**src/rtl/simd_pipe_adder_pkg.sv**
```systemverilog
// Shared constants for the SIMD pipelined adder: lane-width encodings and the
// lane-boundary helper used by every chunk stage.
package simd_pipe_adder_pkg;

  typedef enum logic [1:0] {
    MODE_16   = 2'd0,
    MODE_32   = 2'd1,
    MODE_64   = 2'd2,
    MODE_RSVD = 2'd3
  } mode_e;

  localparam int LANE_MIN = 16;

  // True when bit position pos starts a new lane (or is the datapath end) for the
  // given mode; the reserved encoding behaves like 64-bit lanes.
  function automatic logic is_lane_edge(input int pos, input logic [1:0] mode);
    logic at_edge;
    case (mode)
      MODE_16: at_edge = (pos % LANE_MIN) == 0;
      MODE_32: at_edge = (pos % (2 * LANE_MIN)) == 0;
      default: at_edge = (pos % (4 * LANE_MIN)) == 0;
    endcase
    return at_edge;
  endfunction

endpackage

```
**src/rtl/simd_pipe_adder_if.sv**
```systemverilog
// Handshake and operand bus between the SIMD adder and its producer/consumer.
interface simd_pipe_adder_if #(
  parameter int WIDTH = 64
) ();
  logic [WIDTH-1:0]    A;
  logic [WIDTH-1:0]    B;
  logic                Ci;
  logic [1:0]          mode;
  logic                sub;
  logic                in_valid;
  logic                in_ready;
  logic [WIDTH-1:0]    S;
  logic [WIDTH/16-1:0] Co;
  logic                out_valid;
  logic                out_ready;

  modport slave (
    input  A, B, Ci, mode, sub, in_valid, out_ready,
    output in_ready, S, Co, out_valid
  );

  modport master (
    output A, B, Ci, mode, sub, in_valid, out_ready,
    input  in_ready, S, Co, out_valid
  );
endinterface

```
**src/rtl/simd_chunk_stage.sv**
```systemverilog
// One pipeline stage: adds chunk IDX of the travelling operands with the carry
// from the previous stage, restarting the carry at lane boundaries.
module simd_chunk_stage
  import simd_pipe_adder_pkg::*;
#(
  parameter int WIDTH = 64,
  parameter int CHUNK = 16,
  parameter int IDX   = 0
) (
  input  logic                clk,
  input  logic                rst,
  input  logic                en,
  input  logic                prev_valid,
  input  logic [1:0]          prev_mode,
  input  logic                prev_sub,
  input  logic                prev_ci,
  input  logic                prev_carry,
  input  logic [WIDTH-1:0]    prev_a,
  input  logic [WIDTH-1:0]    prev_b,
  input  logic [WIDTH-1:0]    prev_s,
  input  logic [WIDTH/16-1:0] prev_co,
  output logic                valid,
  output logic [1:0]          mode,
  output logic                sub,
  output logic                ci,
  output logic                carry,
  output logic [WIDTH-1:0]    a,
  output logic [WIDTH-1:0]    b,
  output logic [WIDTH-1:0]    s,
  output logic [WIDTH/16-1:0] co
);
  localparam int LO   = IDX * CHUNK;
  localparam int HI   = LO + CHUNK;
  localparam int SLOT = (HI >= LANE_MIN) ? (HI / LANE_MIN) - 1 : 0;

  logic                cin;
  logic [CHUNK:0]      sum;
  logic [WIDTH-1:0]    s_next;
  logic [WIDTH/16-1:0] co_next;

  // Chunk add; the lane MSB chunk also publishes the lane carry into its Co slot.
  always_comb begin
    cin = is_lane_edge(LO, prev_mode) ? (prev_sub ? 1'b1 : prev_ci) : prev_carry;
    sum = {1'b0, prev_a[LO +: CHUNK]}
        + {1'b0, prev_b[LO +: CHUNK] ^ {CHUNK{prev_sub}}}
        + {{CHUNK{1'b0}}, cin};
    s_next = prev_s;
    s_next[LO +: CHUNK] = sum[CHUNK-1:0];
    co_next = prev_co;
    if (is_lane_edge(HI, prev_mode)) begin
      co_next[SLOT] = sum[CHUNK];
    end else begin
      co_next[SLOT] = prev_co[SLOT];
    end
  end

  // Stage register; holds everything while the pipeline is stalled.
  always_ff @(posedge clk) begin
    if (rst) begin
      valid <= 1'b0;
      mode  <= 2'd0;
      sub   <= 1'b0;
      ci    <= 1'b0;
      carry <= 1'b0;
      a     <= '0;
      b     <= '0;
      s     <= '0;
      co    <= '0;
    end else if (en) begin
      valid <= prev_valid;
      mode  <= prev_mode;
      sub   <= prev_sub;
      ci    <= prev_ci;
      carry <= sum[CHUNK];
      a     <= prev_a;
      b     <= prev_b;
      s     <= s_next;
      co    <= co_next;
    end
  end

endmodule

```
**src/rtl/simd_pipe_adder.sv**
```systemverilog
// SIMD add/subtract with 16/32/64-bit lanes, computed one CHUNK per stage so
// each transfer carries its own mode and sub down the pipe.
module simd_pipe_adder
  import simd_pipe_adder_pkg::*;
#(
  parameter int WIDTH = 64,
  parameter int CHUNK = 16
) (
  input logic               clk,
  input logic               rst,
  simd_pipe_adder_if.slave  bus
);
  localparam int STAGES = WIDTH / CHUNK;

  // Index 0 is the input bus, index k+1 is the register of stage k.
  logic                val   [STAGES+1];
  logic [1:0]          mode  [STAGES+1];
  logic                sub   [STAGES+1];
  logic                ci    [STAGES+1];
  logic                carry [STAGES+1];
  logic [WIDTH-1:0]    a     [STAGES+1];
  logic [WIDTH-1:0]    b     [STAGES+1];
  logic [WIDTH-1:0]    s     [STAGES+1];
  logic [WIDTH/16-1:0] co    [STAGES+1];
  logic                en;
  logic                unused_tail;

  assign val[0]   = bus.in_valid;
  assign mode[0]  = bus.mode;
  assign sub[0]   = bus.sub;
  assign ci[0]    = bus.Ci;
  assign carry[0] = 1'b0;
  assign a[0]     = bus.A;
  assign b[0]     = bus.B;
  assign s[0]     = '0;
  assign co[0]    = '0;

  // A single advance enable keeps every stage in lockstep, bubbles included.
  assign en            = !val[STAGES] || bus.out_ready;
  assign bus.in_ready  = !rst && en;
  assign bus.out_valid = val[STAGES];
  assign bus.S         = s[STAGES];
  assign bus.Co        = co[STAGES];
  assign unused_tail   = ^{a[STAGES], b[STAGES], mode[STAGES], sub[STAGES],
                           ci[STAGES], carry[STAGES]};

  for (genvar k = 0; k < STAGES; k++) begin : g_stage
    simd_chunk_stage #(
      .WIDTH (WIDTH),
      .CHUNK (CHUNK),
      .IDX   (k)
    ) u_stage (
      .clk        (clk),
      .rst        (rst),
      .en         (en),
      .prev_valid (val[k]),
      .prev_mode  (mode[k]),
      .prev_sub   (sub[k]),
      .prev_ci    (ci[k]),
      .prev_carry (carry[k]),
      .prev_a     (a[k]),
      .prev_b     (b[k]),
      .prev_s     (s[k]),
      .prev_co    (co[k]),
      .valid      (val[k+1]),
      .mode       (mode[k+1]),
      .sub        (sub[k+1]),
      .ci         (ci[k+1]),
      .carry      (carry[k+1]),
      .a          (a[k+1]),
      .b          (b[k+1]),
      .s          (s[k+1]),
      .co         (co[k+1])
    );
  end

endmodule

```
**src/flat_wrapper.sv**
```systemverilog
// flat-port wrapper written by rule: the top's interface ports become plain ports
module simd_pipe_adder_flat import simd_pipe_adder_pkg::*;
#(
  parameter int WIDTH = 64,
  parameter int CHUNK = 16
)
  (clk, rst, bus_A, bus_B, bus_Ci, bus_mode, bus_sub, bus_in_valid, bus_out_ready, bus_in_ready, bus_S, bus_Co, bus_out_valid);
  simd_pipe_adder_if #(.WIDTH(WIDTH)) bus_i ();
  input logic clk;
  input logic rst;
  input wire logic [$bits(bus_i.A)-1:0] bus_A;
  input wire logic [$bits(bus_i.B)-1:0] bus_B;
  input wire logic [$bits(bus_i.Ci)-1:0] bus_Ci;
  input wire logic [$bits(bus_i.mode)-1:0] bus_mode;
  input wire logic [$bits(bus_i.sub)-1:0] bus_sub;
  input wire logic [$bits(bus_i.in_valid)-1:0] bus_in_valid;
  input wire logic [$bits(bus_i.out_ready)-1:0] bus_out_ready;
  output wire logic [$bits(bus_i.in_ready)-1:0] bus_in_ready;
  output wire logic [$bits(bus_i.S)-1:0] bus_S;
  output wire logic [$bits(bus_i.Co)-1:0] bus_Co;
  output wire logic [$bits(bus_i.out_valid)-1:0] bus_out_valid;
  assign bus_i.A = bus_A;
  assign bus_i.B = bus_B;
  assign bus_i.Ci = bus_Ci;
  assign bus_i.mode = bus_mode;
  assign bus_i.sub = bus_sub;
  assign bus_i.in_valid = bus_in_valid;
  assign bus_i.out_ready = bus_out_ready;
  assign bus_in_ready = bus_i.in_ready;
  assign bus_S = bus_i.S;
  assign bus_Co = bus_i.Co;
  assign bus_out_valid = bus_i.out_valid;
  simd_pipe_adder #(.WIDTH(WIDTH), .CHUNK(CHUNK)) u_core (.clk(clk), .rst(rst), .bus(bus_i));
endmodule
```
**config.mk**
```make
export PLATFORM = sky130hd
export DESIGN_NAME = simd_pipe_adder_flat
export DESIGN_NICKNAME = d
export VERILOG_FILES = /design/src/rtl/simd_pipe_adder_pkg.sv /design/src/rtl/simd_pipe_adder_if.sv /design/src/rtl/simd_chunk_stage.sv /design/src/rtl/simd_pipe_adder.sv /design/src/flat_wrapper.sv
export SDC_FILE = /design/constraint.sdc
export NUM_CORES = 1
export LEC_CHECK = 0
export ABC_CLOCK_PERIOD_IN_PS = 3400
export CORE_MARGIN = 10
export CORE_UTILIZATION = 43
export DETAILED_ROUTE_END_ITERATION = 10
export GPL_ROUTABILITY_DRIVEN = 0
export PLACE_DENSITY = 0.67
export SLEW_MARGIN = 20
export SYNTH_ARGS = -nofsm -noshare
export SYNTH_HDL_FRONTEND = slang
export SYNTH_SLANG_ARGS = --single-unit
export TNS_END_PERCENT = 100
```
**constraint.sdc**
```tcl
create_clock -name clk -period 3.4 [get_ports clk]
set_input_delay 0.34 -clock clk [delete_from_list [all_inputs] [get_ports clk]]
set_output_delay 0.34 -clock clk [all_outputs]
set_load 0.01 [all_outputs]
```
Yosys cells after proc, flatten, opt, wreduce, memory -nomap -nowiden
Cells that the tools add are included.
{"block": "word_totals", "register_bits": 573, "inputBits": 136, "latch_bits": 0, "memories": 0, "mem_bits_rw": 0, "elab_cells": 70, "mem_bits_ro": 0}
{"block": "op_classes", "magnitude_cmp": 0, "n_div": 0, "shift": 0, "bitwise_logic": 4, "mul": 0, "eq_ne": 2, "mux": 16, "add_sub_neg": 8, "reduce_logical": 10}
{"cell": "$add A16 B16 Y17", "count": 4}
{"cell": "$add A17 B1 Y17", "count": 4}
{"cell": "$xor A16 B16 Y16", "count": 4}
{"cell": "$mux W1", "count": 16}
{"cell": "$logic_not A2 Y1", "count": 4}
{"cell": "$eq A2 B1 Y1 const B", "count": 2}
{"cell": "$reduce_or A2 Y1", "count": 2}
{"cell": "$logic_not A1 Y1", "count": 2}
{"cell": "$logic_and A1 B1 Y1", "count": 1}
{"cell": "$logic_or A1 B1 Y1", "count": 1}

Logic depth before layout (Yosys ltp)
{"block": "logic_depth", "word_depth": 6, "ltp_mapped": 12, "mapped_depth_nobuf": 11}

Hierarchy
A second synthesis with hierarchy kept.
{"block": "hier_totals", "hier_cells": 3110, "area_unflattened_um2": 31838.0}
{"module": "simd_chunk_stage at u_core.g_stage[3].u_stage", "n_inst": 1, "cells_each": 806, "area_per_inst_um2": 8097.8}
{"module": "simd_chunk_stage at u_core.g_stage[2].u_stage", "n_inst": 1, "cells_each": 775, "area_per_inst_um2": 7948.9}
{"module": "simd_chunk_stage at u_core.g_stage[0].u_stage", "n_inst": 1, "cells_each": 762, "area_per_inst_um2": 7891.3}
{"module": "simd_chunk_stage at u_core.g_stage[1].u_stage", "n_inst": 1, "cells_each": 764, "area_per_inst_um2": 7868.8}
{"module": "simd_pipe_adder", "n_inst": 1, "cells_each": 3, "area_per_inst_um2": 31.3}

Worst setup path after synthesis
Ideal clock, no wire load.
{"block": "synth_path", "kind": "reg-to-reg", "from": "reg u_core.g_stage[2].u_stage.sub", "to": "reg u_core.g_stage[3].u_stage.s[62]", "required_ps": 3283, "t_arrival_ps": 3049, "path_buffers": 2, "setup_ps": 117, "path_stages_with_launch": 12, "slack_ps": 235, "path_cell_list": "dfxtp_1 > clkbuf_1 > buf_2 > xnor2_1 > fa_1 > fa_1 > nand2b_1 > a2111oi_2 > o31ai_1 > a31oi_1 > xor2_1 > a22o_1"}
{"block": "synth_between", "elab_chain_cells": 3, "elab_cells_between_ends": 5}
{"element": "start, declared", "line": "simd_chunk_stage.sv:24", "rtl": "output logic sub,"}
{"element": "start signal, assigned", "line": "simd_chunk_stage.sv:72", "rtl": "sub <= prev_sub;"}
{"element": "$xor A16 B16 Y16 or $mux W1 (tied branches)", "line": "simd_chunk_stage.sv:45, simd_chunk_stage.sv:43"}
{"element": "$add A16 B16 Y17 or $mux W1 (tied branches)", "line": "simd_chunk_stage.sv:45, simd_chunk_stage.sv:43"}
{"element": "$add A17 B1 Y17 (*)", "line": "simd_chunk_stage.sv:46", "rtl": "+ {{CHUNK{1'b0}}, cin};"}
{"element": "end signal, assigned", "line": "simd_chunk_stage.sv:77", "rtl": "s <= s_next;"}
{"element": "end, declared", "line": "simd_chunk_stage.sv:29", "rtl": "output logic [WIDTH-1:0] s,"}
Every way passes the cells marked *; elsewhere a longest branch is shown, timed or not.
A chain may end at the register's enable or synchronous reset.

Worst setup path after layout
{"block": "layout_path", "from": "reg u_core.g_stage[1].u_stage.mode[1]", "to": "reg u_core.g_stage[2].u_stage.carry"}
{"block": "layout_between", "elab_chain_cells": 5, "elab_cells_between_ends": 6}
{"element": "start, declared", "line": "simd_chunk_stage.sv:23", "rtl": "output logic [1:0] mode,"}
{"element": "start signal, assigned", "line": "simd_chunk_stage.sv:71", "rtl": "mode <= prev_mode;"}
{"element": "$eq A2 B1 Y1 or $logic_not A2 Y1 (tied branches)", "line": "simd_pipe_adder_pkg.sv:18", "rtl": "case (mode)"}
{"element": "$reduce_or A2 Y1 (no source line) (*)"}
{"element": "$mux W1 (*)", "line": "simd_pipe_adder_pkg.sv:18"}
{"element": "$mux W1 (*)", "line": "simd_chunk_stage.sv:43", "rtl": "cin = is_lane_edge(LO, prev_mode) ? (prev_sub ? 1'b1 : prev_ci) : prev_carry;"}
{"element": "$add A17 B1 Y17 (*)", "line": "simd_chunk_stage.sv:46"}
{"element": "end signal, assigned", "line": "simd_chunk_stage.sv:74", "rtl": "carry <= sum[CHUNK];"}
{"element": "end, declared", "line": "simd_chunk_stage.sv:26", "rtl": "output logic carry,"}
Marks and branches as above.

==> results.md <==
* Status: completed
* Hold Path Class: in -> reg
* Pin count of the biggest net entering global routing at 245
* First-pass GRT wire length at 68500 um
* Cell Pwr Density at 537 nW/um2
* Final hold vios at 0
* Hold slack at 0.234 ns
* Number of I/O port buffers at 205
* Placeable Area at 38500 um2
* Worst-case reg-to-reg path depth at 9
* Yosys warns at 0
* Row count at 72
* Initial core utilization at 43.4%
* Synth top area share at 45.7%
* Worst slew margin at 24.6%
* VDD IR max at 0.350 mV
* Average routed wire per standard cell at 14.9 um
* Worst clock skew at 0.0151 ns
* Critical Path Source Type: register
* Drc violations at 0
* Pleak at 8.15 nW
* Die Y-Extent at 217 um
* Slew Limit Fails at 0
* First DRT Iteration DRCs at 770
* CTS max path bufs at 3
* Top FF cell, synth: dfxtp_1
* Hold path cells at 2
* Post-CTS Hold Buffers at 0
* Flops & latches, synth at 381
* EDFF count, synth at 0
* Post-cts gate resize count at 0
* Crit. End Element: register
* Initial antenna violation count at 1
* Die X at 217 um
* Ys async rst share at 0%
* Worst Path Arrival at 3.42 ns
* Area growth syn-to-layout at 22.4%
* Post-Syn Area at 16700 um2
* Synth cell types at 73
* RSZ-0062 raised after global routing: no
* Total global-route track usage at 17.1%
* Nets at 2449
* Syn_area_per_cell at 7.86 um2
* CTS Sinks at 381
* Final setup fails at 0
* Power consumption at 11.0 mW
* Drt pass-1 iters at 5
* CP Max Fanout at 5
* Dpl ws at -0.0881 ns
* Detail Route Antenna Nets at 0
* Root buffer selected by CTS: clkbuf_16
* Mapped Cells at 2124
* Non-filler cells, final at 2792
* Setup TNS at 0 ns
* Seq/Total Area, Yosys at 45.7%
* Top post-synthesis cells by area: dfxtp_1 (46%), nand2_1 (16%), a21oi_1 (11%)
* Syn_nets at 2328
* Tmin final at 3.03 ns
* Clk_lat worst skew at 0.56 ns
* Final worst setup slack at 0.367 ns
* Synth cell count leaders: nand2_1 (702), a21oi_1 (381), dfxtp_1 (381)
* Vias per cell at 5.08
* Synth area leader: dfxtp_1
* Clock transition at the registers of the reported paths at 0.06 ns
* CTS buffer count at 41
* Layout cells sized above 1 at 4.49%
* Maxcap violations at 0
* Vias at 14192
* Fmax at 330 MHz
* Post-CTS Setup Bufs at 0
* I/O Pins at 206
* Crit path required time at 3.79 ns
* Most common cell in the synthesized netlist: nand2_1
* DIE AREA at 47100 um2
* CTS H-tree lvls at 2
* Total congestion overflow at 0
* Period utilization at 89.2%
* Routed WL at 41500 um
* CTS tree: yes
* Post-DP HPWL at 28200 um
* Vias in the first global route at 13725
* Worst Max-Slew Pin Slew at 1.13 ns
* Crit path kind: reg -> reg
* DP Cell Count at 2720
logic make-up after synthesis:
family,count (synthesis),synth area share (%)
adder cells (fa/ha/maj),68,5.46
XOR/XNOR,98,5.14
multiplexers,3,0.180
AND/OR/NAND/NOR,861,20.7
AO/OA/AOI/OAI,553,19.0
flip-flops,381,45.7
buffers and inverters,160,3.82
placed cells by master (no fill, tap or decap), types with 5 or more instances in the layout:
cell             instances
clkdlybuf4s50_1        204
nand4_1                  7
nand3_1                 20
o21ai_0                 32
nand2_1                702
fa_1                     8
nor2b_1                  5
a21oi_1                381
clkbuf_8                 7
clkbuf_16               43
xnor2_1                 26
xor2_1                  72
o21ai_1                 22
nand3b_1                 9
nor3_1                  16
buf_4                   15
clkbuf_1                 9
a31oi_1                  5
a211oi_1                27
a21o_1                  21
inv_1                   12
nor2_1                  68
bufinv_16                5
nand2b_1                 8
o21bai_1                 5
o21a_1                   7
dfxtp_1                381
or3_1                    5
a22o_1                   5
ha_1                    60
flip-flops by register name, summed over array words and instances (netlist names):
signal and cells:
u_core.g_stage.u_stage.valid 4, u_core.g_stage.u_stage.sub 3, u_core.g_stage.u_stage.mode 6, u_core.g_stage.u_stage.a 96
u_core.g_stage.u_stage.co 10, u_core.g_stage.u_stage.s 160, u_core.g_stage.u_stage.b 96, u_core.g_stage.u_stage.ci 3
u_core.g_stage.u_stage.carry 3
per-stage QoR:
| step | util (%) | cell area, um2 |
|---|---|---|
| after detailed placement | 49.4 | 19000 |
| after floorplan | - | 16700 |
| final | 53.1 | 20400 |
| after global placement | 49.4 | 19000 |
| after global routing | 53.1 | 20400 |
| after CTS | 53.1 | 20400 |
where the power goes:
group          internal [mW]  total [mW]  switching (mW)
registers               4.77        4.93           0.161
clock network           2.84        4.63            1.79
logic                  0.661        1.41           0.748
total                   8.27        11.0            2.70
path summary, 6_finish.rpt:
kind / startpoint / end / slack (ns)
setup / recovery: u_core.g_stage[1].u_stage.mode[1]$_SDFFE_PP0N_ / u_core.g_stage[2].u_stage.carry$_SDFFE_PP0N_ / 0.37
hold / removal: rst / u_core.g_stage[1].u_stage.s[18]$_SDFFE_PP0N_ / 0.23
setup reg to reg: u_core.g_stage[1].u_stage.mode[1]$_SDFFE_PP0N_ / u_core.g_stage[2].u_stage.carry$_SDFFE_PP0N_ / 0.37
hold reg to reg: u_core.g_stage[0].u_stage.carry$_SDFFE_PP0N_ / u_core.g_stage[0].u_stage.carry$_SDFFE_PP0N_ / 0.45
per-layer routing:
metal	global-route usage, %	routed length, um	vias up	share of wire (%)
met3	3.11	1680	58	4.0
met2	29.1	20100	259	48
li1	-	-	7360	-
met4	5.69	862	0	2.1
met5	0	0	-	0
met1	21.5	18900	6515	45
area by class of cell:
type | count | area, um2
Multi-Input combinational cell | 1583 | 8440
Tap cell | 518 | 648
Antenna cell | 1 | 2.50
Timing Repair Buffer | 225 | 2260
Fill cell | 3707 | 18000
Sequential cell | 381 | 7630
Clock buffer | 59 | 1210
Clock inverter | 12 | 199
Inverter | 13 | 48.8
worst max-delay path: stages (launching register included):
cell and delay [ns]:
dfxtp_1 0.40, o21ai_0 0.15, fa_1 0.48, fa_1 0.47
a211oi_1 0.45, o21ai_1 0.23, a21oi_1 0.20, o21bai_2 0.10
a221oi_2 0.28, a211oi_1 0.11
Note: power is estimated with default switching activity, not from simulation.
